`config.mk`:
```
export PLATFORM = sky130hd
export DESIGN_NAME = alu_operand_stage
export DESIGN_NICKNAME = d
export VERILOG_FILES = /design/src/rtl/mips_pkg.sv /design/src/rtl/alu_scoreboard_fifo.sv /design/src/rtl/alu_operand_stage.sv
export SDC_FILE = /design/constraint.sdc
export NUM_CORES = 2
export LEC_CHECK = 0
export BUFFER_PORTS_ARGS = -buffer_cell sky130_fd_sc_hd__buf_2
export CORE_UTILIZATION = 40
export DETAILED_ROUTE_END_ITERATION = 16
export GPL_TIMING_DRIVEN = 0
export SLEW_MARGIN = 5
export SYNTH_ARGS = -nofsm -noshare
export SYNTH_HDL_FRONTEND = slang
export SYNTH_SLANG_ARGS = --single-unit
```
`constraint.sdc`:
```
create_clock -name clk -period 7.6 [get_ports clk]
set_input_delay 0.76 -clock clk [delete_from_list [all_inputs] [get_ports clk]]
set_output_delay 0.76 -clock clk [all_outputs]
set_load 0.005 [all_outputs]
```
`src/rtl/mips_pkg.sv`:
```
// Shared MIPS opcode/funct constants, flag bit positions and instruction field helpers
// used by the operand stage and its scoreboard.
package mips_pkg;

  localparam logic [5:0] OP_RTYPE = 6'b000000;
  localparam logic [5:0] OP_BEQ   = 6'b000100;
  localparam logic [5:0] OP_BNE   = 6'b000101;
  localparam logic [5:0] OP_ADDI  = 6'b001000;
  localparam logic [5:0] OP_ADDIU = 6'b001001;
  localparam logic [5:0] OP_SLTI  = 6'b001010;
  localparam logic [5:0] OP_SLTIU = 6'b001011;
  localparam logic [5:0] OP_ANDI  = 6'b001100;
  localparam logic [5:0] OP_ORI   = 6'b001101;
  localparam logic [5:0] OP_XORI  = 6'b001110;
  localparam logic [5:0] OP_LW    = 6'b100011;
  localparam logic [5:0] OP_SW    = 6'b101011;

  localparam logic [5:0] FN_ADD  = 6'b100000;
  localparam logic [5:0] FN_ADDU = 6'b100001;
  localparam logic [5:0] FN_SUB  = 6'b100010;
  localparam logic [5:0] FN_SUBU = 6'b100011;

  localparam int FLAG_ZERO = 2;
  localparam int FLAG_NEG  = 1;
  localparam int FLAG_OVF  = 0;

  typedef struct packed {
    logic [4:0] dest;
    logic       has_dest;
    logic       trap_ovf;
    logic       is_beq;
    logic       is_bne;
  } sb_entry_t;

  function automatic logic [5:0] get_op(input logic [31:0] instr);
    return instr[31:26];
  endfunction

  function automatic logic [4:0] get_rs(input logic [31:0] instr);
    return instr[25:21];
  endfunction

  function automatic logic [4:0] get_rt(input logic [31:0] instr);
    return instr[20:16];
  endfunction

  function automatic logic [4:0] get_rd(input logic [31:0] instr);
    return instr[15:11];
  endfunction

  function automatic logic [5:0] get_funct(input logic [31:0] instr);
    return instr[5:0];
  endfunction

endpackage

```
`src/rtl/alu_scoreboard_fifo.sv`:
```
// In-order scoreboard: DEPTH-entry FIFO of issued-but-unretired instructions,
// occupancy count, and per-GPR pending bits.
module alu_scoreboard_fifo
  import mips_pkg::*;
#(
  parameter int DEPTH  = 4,
  parameter int ADDR_W = 2
) (
  input  logic            clk,
  input  logic            rst_n,
  input  logic            push,
  input  sb_entry_t       push_entry,
  input  logic            pop,
  output sb_entry_t       head_entry,
  output logic [ADDR_W:0] count,
  output logic            full,
  output logic            empty,
  output logic [31:0]     pending
);

  sb_entry_t         mem_reg [DEPTH];
  logic [ADDR_W-1:0] wr_ptr_reg;
  logic [ADDR_W-1:0] rd_ptr_reg;
  logic [ADDR_W:0]   count_reg;
  logic [ADDR_W:0]   count_next;
  logic [31:0]       pending_reg;
  logic [31:0]       pending_next;

  assign head_entry = mem_reg[rd_ptr_reg];
  assign count      = count_reg;
  assign full       = (count_reg == (ADDR_W + 1)'(DEPTH));
  assign empty      = (count_reg == '0);
  assign pending    = pending_reg;

  always_comb begin
    count_next   = count_reg;
    pending_next = pending_reg;
    if (push && !pop) count_next = count_reg + 1'b1;
    if (pop && !push) count_next = count_reg - 1'b1;
    // Clear before set: the WAW stall keeps the two from ever naming the same register.
    if (pop && head_entry.has_dest) pending_next[head_entry.dest] = 1'b0;
    if (push && push_entry.has_dest) pending_next[push_entry.dest] = 1'b1;
  end

  always_ff @(posedge clk) begin
    if (push) mem_reg[wr_ptr_reg] <= push_entry;
  end

  always_ff @(posedge clk or negedge rst_n) begin
    if (!rst_n) begin
      wr_ptr_reg  <= '0;
      rd_ptr_reg  <= '0;
      count_reg   <= '0;
      pending_reg <= '0;
    end else begin
      if (push) wr_ptr_reg <= wr_ptr_reg + 1'b1;
      if (pop)  rd_ptr_reg <= rd_ptr_reg + 1'b1;
      count_reg   <= count_next;
      pending_reg <= pending_next;
    end
  end

endmodule

```
`src/rtl/alu_operand_stage.sv`:
```
// Issue stage in front of the MIPS alu: GPR file, destination decode, hazard stall,
// registered operand output and in-order retire with overflow trap and branch resolve.
module alu_operand_stage
  import mips_pkg::*;
#(
  parameter int DEPTH  = 4,
  parameter int ADDR_W = 2
) (
  input  logic        clk,
  input  logic        rst_n,
  input  logic        in_valid,
  input  logic [31:0] in_instr,
  output logic        in_ready,
  output logic        out_valid,
  input  logic        out_ready,
  output logic [31:0] out_instr,
  output logic [31:0] out_regA,
  output logic [31:0] out_regB,
  input  logic        wb_valid,
  input  logic [31:0] wb_result,
  input  logic [2:0]  wb_flags,
  output logic        branch_taken,
  output logic        wb_err,
  input  logic [4:0]  dbg_addr,
  output logic [31:0] dbg_data
);

  logic [31:0] gpr_reg [32];
  logic [31:0] gpr_we;
  logic        out_valid_reg;
  logic [31:0] out_instr_reg;
  logic [31:0] out_rega_reg;
  logic [31:0] out_regb_reg;
  logic        branch_taken_reg;
  logic        wb_err_reg;

  sb_entry_t       dec_entry;
  sb_entry_t       head_entry;
  logic [ADDR_W:0] sb_count;
  logic            sb_full;
  logic            sb_empty;
  logic [31:0]     pending;
  logic [4:0]      rs;
  logic [4:0]      rt;
  logic            stall;
  logic            accept;
  logic            retire;
  logic            wr_en;

  assign rs = get_rs(in_instr);
  assign rt = get_rt(in_instr);

  always_comb begin
    dec_entry = '0;
    unique case (get_op(in_instr))
      OP_RTYPE: begin
        dec_entry.dest     = get_rd(in_instr);
        dec_entry.has_dest = 1'b1;
        dec_entry.trap_ovf = (get_funct(in_instr) == FN_ADD) || (get_funct(in_instr) == FN_SUB);
      end
      OP_ADDI: begin
        dec_entry.dest     = rt;
        dec_entry.has_dest = 1'b1;
        dec_entry.trap_ovf = 1'b1;
      end
      OP_ADDIU, OP_SLTI, OP_SLTIU, OP_ANDI, OP_ORI, OP_XORI, OP_LW: begin
        dec_entry.dest     = rt;
        dec_entry.has_dest = 1'b1;
      end
      OP_BEQ:  dec_entry.is_beq = 1'b1;
      OP_BNE:  dec_entry.is_bne = 1'b1;
      default: dec_entry = '0;
    endcase
    // Writes to $0 are discarded, so they never claim a pending bit.
    if (dec_entry.dest == 5'd0) dec_entry.has_dest = 1'b0;
    if (!dec_entry.has_dest)    dec_entry.dest     = 5'd0;
  end

  assign stall = ((rs != 5'd0) && pending[rs]) ||
                 ((rt != 5'd0) && pending[rt]) ||
                 (dec_entry.has_dest && pending[dec_entry.dest]);
  assign in_ready = !stall && !sb_full && (!out_valid_reg || out_ready);
  assign accept   = in_valid && in_ready;
  assign retire   = wb_valid && !sb_empty;
  assign wr_en    = retire && head_entry.has_dest &&
                    !(head_entry.trap_ovf && wb_flags[FLAG_OVF]);

  alu_scoreboard_fifo #(
    .DEPTH  (DEPTH),
    .ADDR_W (ADDR_W)
  ) u_sb (
    .clk        (clk),
    .rst_n      (rst_n),
    .push       (accept),
    .push_entry (dec_entry),
    .pop        (retire),
    .head_entry (head_entry),
    .count      (sb_count),
    .full       (sb_full),
    .empty      (sb_empty),
    .pending    (pending)
  );

  assign gpr_we[0] = 1'b0;
  generate
    for (genvar gi = 1; gi < 32; gi++) begin : g_gpr_we
      assign gpr_we[gi] = wr_en && (head_entry.dest == 5'(gi));
    end
  endgenerate

  always_ff @(posedge clk or negedge rst_n) begin
    if (!rst_n) begin
      for (int i = 0; i < 32; i++) gpr_reg[i] <= '0;
    end else begin
      for (int i = 1; i < 32; i++) begin
        if (gpr_we[i]) gpr_reg[i] <= wb_result;
      end
    end
  end

  always_ff @(posedge clk or negedge rst_n) begin
    if (!rst_n) begin
      out_valid_reg    <= 1'b0;
      out_instr_reg    <= '0;
      out_rega_reg     <= '0;
      out_regb_reg     <= '0;
      branch_taken_reg <= 1'b0;
      wb_err_reg       <= 1'b0;
    end else begin
      if (accept) begin
        out_valid_reg <= 1'b1;
        out_instr_reg <= in_instr;
        out_rega_reg  <= gpr_reg[rs];
        out_regb_reg  <= gpr_reg[rt];
      end else if (out_ready) begin
        out_valid_reg <= 1'b0;
      end
      branch_taken_reg <= retire &&
                          ((head_entry.is_beq && wb_flags[FLAG_ZERO]) ||
                           (head_entry.is_bne && !wb_flags[FLAG_ZERO]));
      if (wb_valid && sb_empty) wb_err_reg <= 1'b1;
    end
  end

  assign out_valid    = out_valid_reg;
  assign out_instr    = out_instr_reg;
  assign out_regA     = out_rega_reg;
  assign out_regB     = out_regb_reg;
  assign branch_taken = branch_taken_reg;
  assign wb_err       = wb_err_reg;
  assign dbg_data     = (dbg_addr == 5'd0) ? 32'd0 : gpr_reg[dbg_addr];

endmodule

```
# Word level (Yosys, flattened, before mapping)
# Memory sizes are Yosys's and may differ from the RTL's.
# Cells that the tools add are included.
totals:
  register_bits: 1130
  memories: 1
  ramBits: 36
  wordCells: 211
  output_inout_bits: 132
mem_list:
  columns: ["memory", "words", "width", "rd", "rd_clocked_by_memory_dff", "write_ports", "line", "text"]
  rows:
  - ["u_sb.mem_reg", 4, 9, 1, 0, 1, "alu_scoreboard_fifo.sv:21", "sb_entry_t mem_reg [DEPTH];"]
classes:
  n_mux: 34
  n_reduce_logical: 72
  order_cmp: 9
  n_addsub: 4
  n_eq_ne: 44
  bitwise_logic: 6
ops:
  columns: ["op", "count"]
  rows:
  - ["32-bit binary-select mux with 5-bit select", 3]
  - ["32-bit 2-to-1 mux", 9]
  - ["5-bit == test (second input constant)", 16]
  - ["1-bit logical AND", 50]
  - ["6-bit by 4-bit == test with 1-bit output (second input constant)", 7]
  - ["5-bit by 4-bit == test with 1-bit output (second input constant)", 8]
  - ["32-bit AND", 1]
  - ["32-bit inverter", 1]
  - ["32-bit OR", 1]
  - ["5-bit by 6-bit < comparator with 1-bit output (second input constant)", 4]
  - ["5-bit by 3-bit == test with 1-bit output (second input constant)", 4]
  - ["6-bit == test (second input constant)", 3]
  - ["6-bit >= comparator (second input constant)", 3]
  - ["5-bit inverter with 6-bit output", 3]
  - ["1-bit binary-select mux with 5-bit select", 3]
  - ["6-bit by 3-bit == test with 1-bit output (second input constant)", 2]
  - ["1-bit 2-to-1 mux", 12]
  - ["6-bit one-hot mux with 2 select lines", 1]
  - ["1-bit demux with 5-bit select", 2]
  - ["5-bit by 2-bit == test with 1-bit output (second input constant)", 2]
  - ["5-bit by 1-bit >= comparator with 1-bit output (second input constant)", 2]
  - ["5-bit logical NOT", 2]
  - ["5-bit nonzero test", 2]
  - ["1-bit logical NOT", 8]
  - ["other kinds (13)", 20]

# Logic depth before layout (Yosys ltp)
logic_depth:
  depth_word: 17
  ltp_mapped: 19
  depth_no_buf: 15

# By module
# Synthesis repeated with hierarchy kept, for this count alone.
unflattened:
  hier_cells: 4368
  area_unflattened_um2: 68884.8
by_module_without_submodules:
  columns: ["mod", "area_each_um2", "cells_per_inst", "seq_area_each_um2", "instances"]
  rows:
  - ["alu_operand_stage", 65446.5, 4110, 27301.2, 1]
  - ["alu_scoreboard_fifo", 3438.3, 258, 2057.0, 1]

# Worst setup path before layout
# OpenSTA, ideal clock, no wires.
synth_path:
  kind: "input to register"
  startpoint: "input in_instr[27]"
  endpoint: "register u_sb.count_reg[2] (netlist: u_sb.count[2])"
  path_buffers: 5
  t_required_ns: 7.521
  t_arrival_ns: 4.007
  setup_slack_ns: 3.514
  path_stages: 19
  cell_sequence: "buf_2 nor4_4 nand3_2 and2_1 buf_6 buf_6 o2111ai_1 nand4_1 a2111oi_2 a21oi_2 buf_6 buf_2 inv_1 ha_1 inv_1 fa_1 xor2_1 nor2_1 xor2_1"
synth_via:
  elab_chain_len: 17
  elab_cells_between_ends: 27
  classes_between: "eq/ne: 8; mux: 6; reduce/logical: 13"
synth_rtl:
  columns: ["item", "line", "text"]
  rows:
  - ["from (decl)", "alu_operand_stage.sv:12", "input logic [31:0] in_instr,"]
  - ["6-bit by 4-bit == test with 1-bit output or 6-bit == test (tied branches)", "alu_operand_stage.sv:55", "unique case (get_op(in_instr))"]
  - ["8-bit OR reduction (no line)", null, null]
  - ["6-bit one-hot mux with 2 select lines (*)", "alu_operand_stage.sv:55", null]
  - ["5-bit logical NOT", "alu_operand_stage.sv:75", "if (dec_entry.dest == 5'd0) dec_entry.has_dest = 1'b0;"]
  - ["1-bit 2-to-1 mux", "alu_operand_stage.sv:75", null]
  - ["5-bit 2-to-1 mux", "alu_operand_stage.sv:76", "if (!dec_entry.has_dest) dec_entry.dest = 5'd0;"]
  - ["1-bit binary-select mux with 5-bit select", "alu_operand_stage.sv:81", "(dec_entry.has_dest && pending[dec_entry.dest]);"]
  - ["1-bit 2-to-1 mux (implied by the code)", "alu_operand_stage.sv:81", null]
  - ["1-bit logical AND (*)", "alu_operand_stage.sv:81", null]
  - ["1-bit logical OR (*)", "alu_operand_stage.sv:80", "((rt != 5'd0) && pending[rt]) ||"]
  - ["1-bit logical NOT (*)", "alu_operand_stage.sv:82", "assign in_ready = !stall && !sb_full && (!out_valid_reg || out_ready);"]
  - ["1-bit logical AND (*) (2 in series)", "alu_operand_stage.sv:82", null]
  - ["1-bit logical AND (*)", "alu_operand_stage.sv:83", "assign accept = in_valid && in_ready;"]
  - ["1-bit logical NOT", "alu_scoreboard_fifo.sv:39", "if (pop && !push) count_next = count_reg - 1'b1;"]
  - ["1-bit logical AND", "alu_scoreboard_fifo.sv:39", null]
  - ["3-bit 2-to-1 mux or 2-bit nonzero test (tied branches)", null, null]
  - ["to (signal assigned)", "alu_scoreboard_fifo.sv:58", "count_reg <= count_next;"]
  - ["to (decl)", "alu_scoreboard_fifo.sv:24", "logic [ADDR_W:0] count_reg;"]
# Mark *: on every way between the ends. The rest lies on a longest branch, timed or not. The select of a mux whose other input is x is not followed.
# A chain may end at the register's enable or synchronous reset.

# Worst setup path after layout
layout_path:
  startpoint: "input dbg_addr[1]"
  endpoint: "output dbg_data[7]"
layout_via:
  elab_chain_len: 5
  elab_cells_between_ends: 6
  classes_between: "mux: 4; bitwise: 1; reduce/logical: 1"
layout_rtl:
  columns: ["item", "line", "text"]
  rows:
  - ["from (decl)", "alu_operand_stage.sv:24", "input logic [4:0] dbg_addr,"]
  - ["5-bit inverter with 6-bit output (implied by the code)", "alu_operand_stage.sv:151", "assign dbg_data = (dbg_addr == 5'd0) ? 32'd0 : gpr_reg[dbg_addr];"]
  - ["32-bit binary-select mux with 5-bit select", "alu_operand_stage.sv:151", null]
  - ["32-bit 2-to-1 mux (implied by the code) (2 in series)", "alu_operand_stage.sv:151", null]
  - ["32-bit 2-to-1 mux (*)", "alu_operand_stage.sv:151", null]
  - ["to (decl)", "alu_operand_stage.sv:25", "output logic [31:0] dbg_data"]
# Marks and branches as above.

==> results.sh <==
export IMPL_grt_ovfl_total=0
export IMPL_finalHoldViolCount=0
export IMPL_cts_root_buf="clkbuf_16"
export IMPL_synthDominantCellAreaShare_pct=41.1
export IMPL_synth_edff_count=36
export IMPL_via_per_inst=6.69
export IMPL_synth_main_ff_cell="dfrtp_1"
export IMPL_cp_arrival_ns=5.52
export IMPL_ys_seq_area_share_pct=42.7
export IMPL_core_sq_um=170000
export IMPL_fmax_mhz=159
export IMPL_setup_tns_final_ns=0
export IMPL_worst_pin_slew_ns=1.54
export IMPL_setup_viol=0
export IMPL_hold_path_class="in2reg"
export IMPL_syn_area_per_cell_sq_um=15.8
export IMPL_synth_area_leaders="dfrtp_1 (41%), mux4_2 (29%), mux2_2 (19%), edfxtp_1 (1.6%), clkbuf_1 (1.4%)"
export IMPL_numCtsBuffers=140
export IMPL_skew_ns=0.0540
export IMPL_synth_seq_cells=1165
export IMPL_wl_microns=263000
export IMPL_slew_headroom_pct=-2.61
export IMPL_rrSetupSlack_ns=2.97
export IMPL_postCtsSetupBuffers=0
export IMPL_drtIter0Drc=6041
export IMPL_cts_htree_levels=4
export IMPL_post_cts_resized=0
export IMPL_cp_required_ns=6.84
export IMPL_largest_reg_flops=992
export IMPL_status="finished with violations"
export IMPL_rsz0062_at_grt="no"
export IMPL_crit_path_end="dbg_data[7]"
export IMPL_vias=47100
export IMPL_ios=209
export IMPL_wl_per_cell_microns=37.4
export IMPL_antenna_found_initial=12
export IMPL_period_minus_slack_ns=6.28
export IMPL_die_h_microns=416
export IMPL_leakage_uw=0.0339
export IMPL_grt_pass1_vias=47100
export IMPL_yosysWarnings=32
export IMPL_drive_gt1_share_pct=54.4
export IMPL_clock_latency_ns=0.83
export IMPL_start_util_pct=40.4
export IMPL_syn_inst=4348
export IMPL_crit_start="dbg_addr[1]"
export IMPL_drc=0
export IMPL_place_gp_congestion=0.969
export IMPL_cts_max_path_buffers=3
export IMPL_crit_type="in2out"
export IMPL_cts_tree="done"
export IMPL_violations="capacitance limit, slew limit"
export IMPL_dr_pass1_iters=8
export IMPL_end_kind="output port"
export IMPL_synth_distinct_cells=70
export IMPL_r2r_start="u_sb.pending[9]"
export IMPL_die_width_microns=416
export IMPL_p_per_area_nw_per_um2=363
export IMPL_path_clk_slew_ns=0.05
export IMPL_hold_buffers=1
export IMPL_holdWs_ns=0.171
export IMPL_final_util_pct=45.8
export IMPL_hpwl_microns=190000
export IMPL_syn_cell_area_sq_um=68700
export IMPL_drv_slew=44
export IMPL_peakVddDrop_mv=0.252
export IMPL_drv_cap=5
export IMPL_die_area_sq_um=173000
export IMPL_ant_nets=0
export IMPL_core_rowCount=151
export IMPL_r2r_worst_path_cells=16
export IMPL_grt_max_degree=144
export IMPL_port_buffer_count=196
export IMPL_path_max_fanout=10
export IMPL_syn_nets=4431
export IMPL_grt_pass1_wl_microns=368000
export IMPL_r2r_end="u_sb.count[2]"
export IMPL_groute_usage_overall_pct=30.4
export IMPL_syn_to_final_growth_pct=13.3
export IMPL_total_power_uw=28200
export IMPL_worst_setup_path_start_kind="primary input"
export IMPL_clkSinkCount=1165
export IMPL_fin_crit_sh_pct=82.7
export IMPL_nNetsFinal=4783
export IMPL_synth_top_area_cell="dfrtp_1"
export IMPL_async_flop_share_pct=96.9
Yosys cell counts, drive strengths merged (11+ instances only):
library cell,count
o41ai,19
nand3,24
inv,31
a22o,57
o21ai,72
edfxtp,36
dfrtp,1129
buf,209
mux2,1213
and2,11
nand2,181
mux4,882
mux2i,50
nor2,35
o31ai,12
clkbuf,259
nor2b,11
cells in the final DEF (no fill, tap or decap), types with 12 or more instances in the layout:
cell	instances
dfrtp_1	1129
clkinv_2	24
clkbuf_1	275
mux2i_1	50
clkbuf_16	142
a22o_1	57
clkbuf_2	20
nand2_1	181
mux2_4	58
buf_1	147
bufinv_16	16
mux4_2	882
o31ai_1	12
edfxtp_1	36
clkbuf_8	29
mux2_2	1154
nor2_1	35
o21ai_0	70
o41ai_1	19
nand3_1	23
buf_2	240
inv_1	29
through the flow:
stage	instances	setup WS, ns	cell area (sq um)
6_report	7041	1.32	77800
5_1_grt	7035	1.42	77800
4_1_cts	7033	1.48	77800
3_5_place_dp	6775	1.48	72800
3_3_place_gp	6762	-19.84	72400
2_1_floorplan	4348	3.51	68700
power by group:
part | switching [uW] | internal, uW | total, uW
logic | 3850 | 5900 | 9760
clock network | 3000 | 4310 | 7310
registers | 2340 | 8820 | 11200
worst min-delay path by stage:
stage,from,end,cells past startpoint
after floorplan,wb_err,wb_err,1
after global placement,wb_err,wb_err,1
after detailed placement,wb_err,wb_err,1
after CTS,out_ready,out_valid,2
after global routing,out_ready,out_valid,2
final,out_ready,out_valid,2
cell type report:
type	instances	area [sq um]
Fill cell	14800	92000
Multi-Input combinational cell	2682	37400
Sequential cell	1165	29300
Clock buffer	197	4050
Tap cell	2218	2780
Buffer	468	1900
Timing Repair Buffer	210	1290
Clock inverter	60	928
Inverter	33	126
Antenna cell	8	20.0
logic make-up after synthesis:
kind of cell	count (synthesis)	share of synthesized area (%)
multiplexers	2145	49.9
flip-flops	1165	42.7
buffers and inverters	501	2.88
AND/OR/NAND/NOR	295	1.90
AO/OA/AOI/OAI	230	2.46
XOR/XNOR	6	0.0765
adder cells (fa/ha/maj)	6	0.120
worst max-delay path, stage by stage:
cell and delay, ns:
clkbuf_1 0.48, buf_1 0.85, clkbuf_1 0.83, clkbuf_1 1.08, mux4_2 0.42, mux4_2 0.56
mux2_2 0.36, buf_2 0.14
per-layer routing:
metal  vias to the layer above  wire, microns  global-route usage (%)
li1                      18100              -                       -
met2                      2887         121000                    46.9
met1                     25400          99000                    38.9
met3                       762          28600                    9.58
met4                         8          14600                    14.7
met5                         -             96                       0
(Power assumes the default switching activity.)
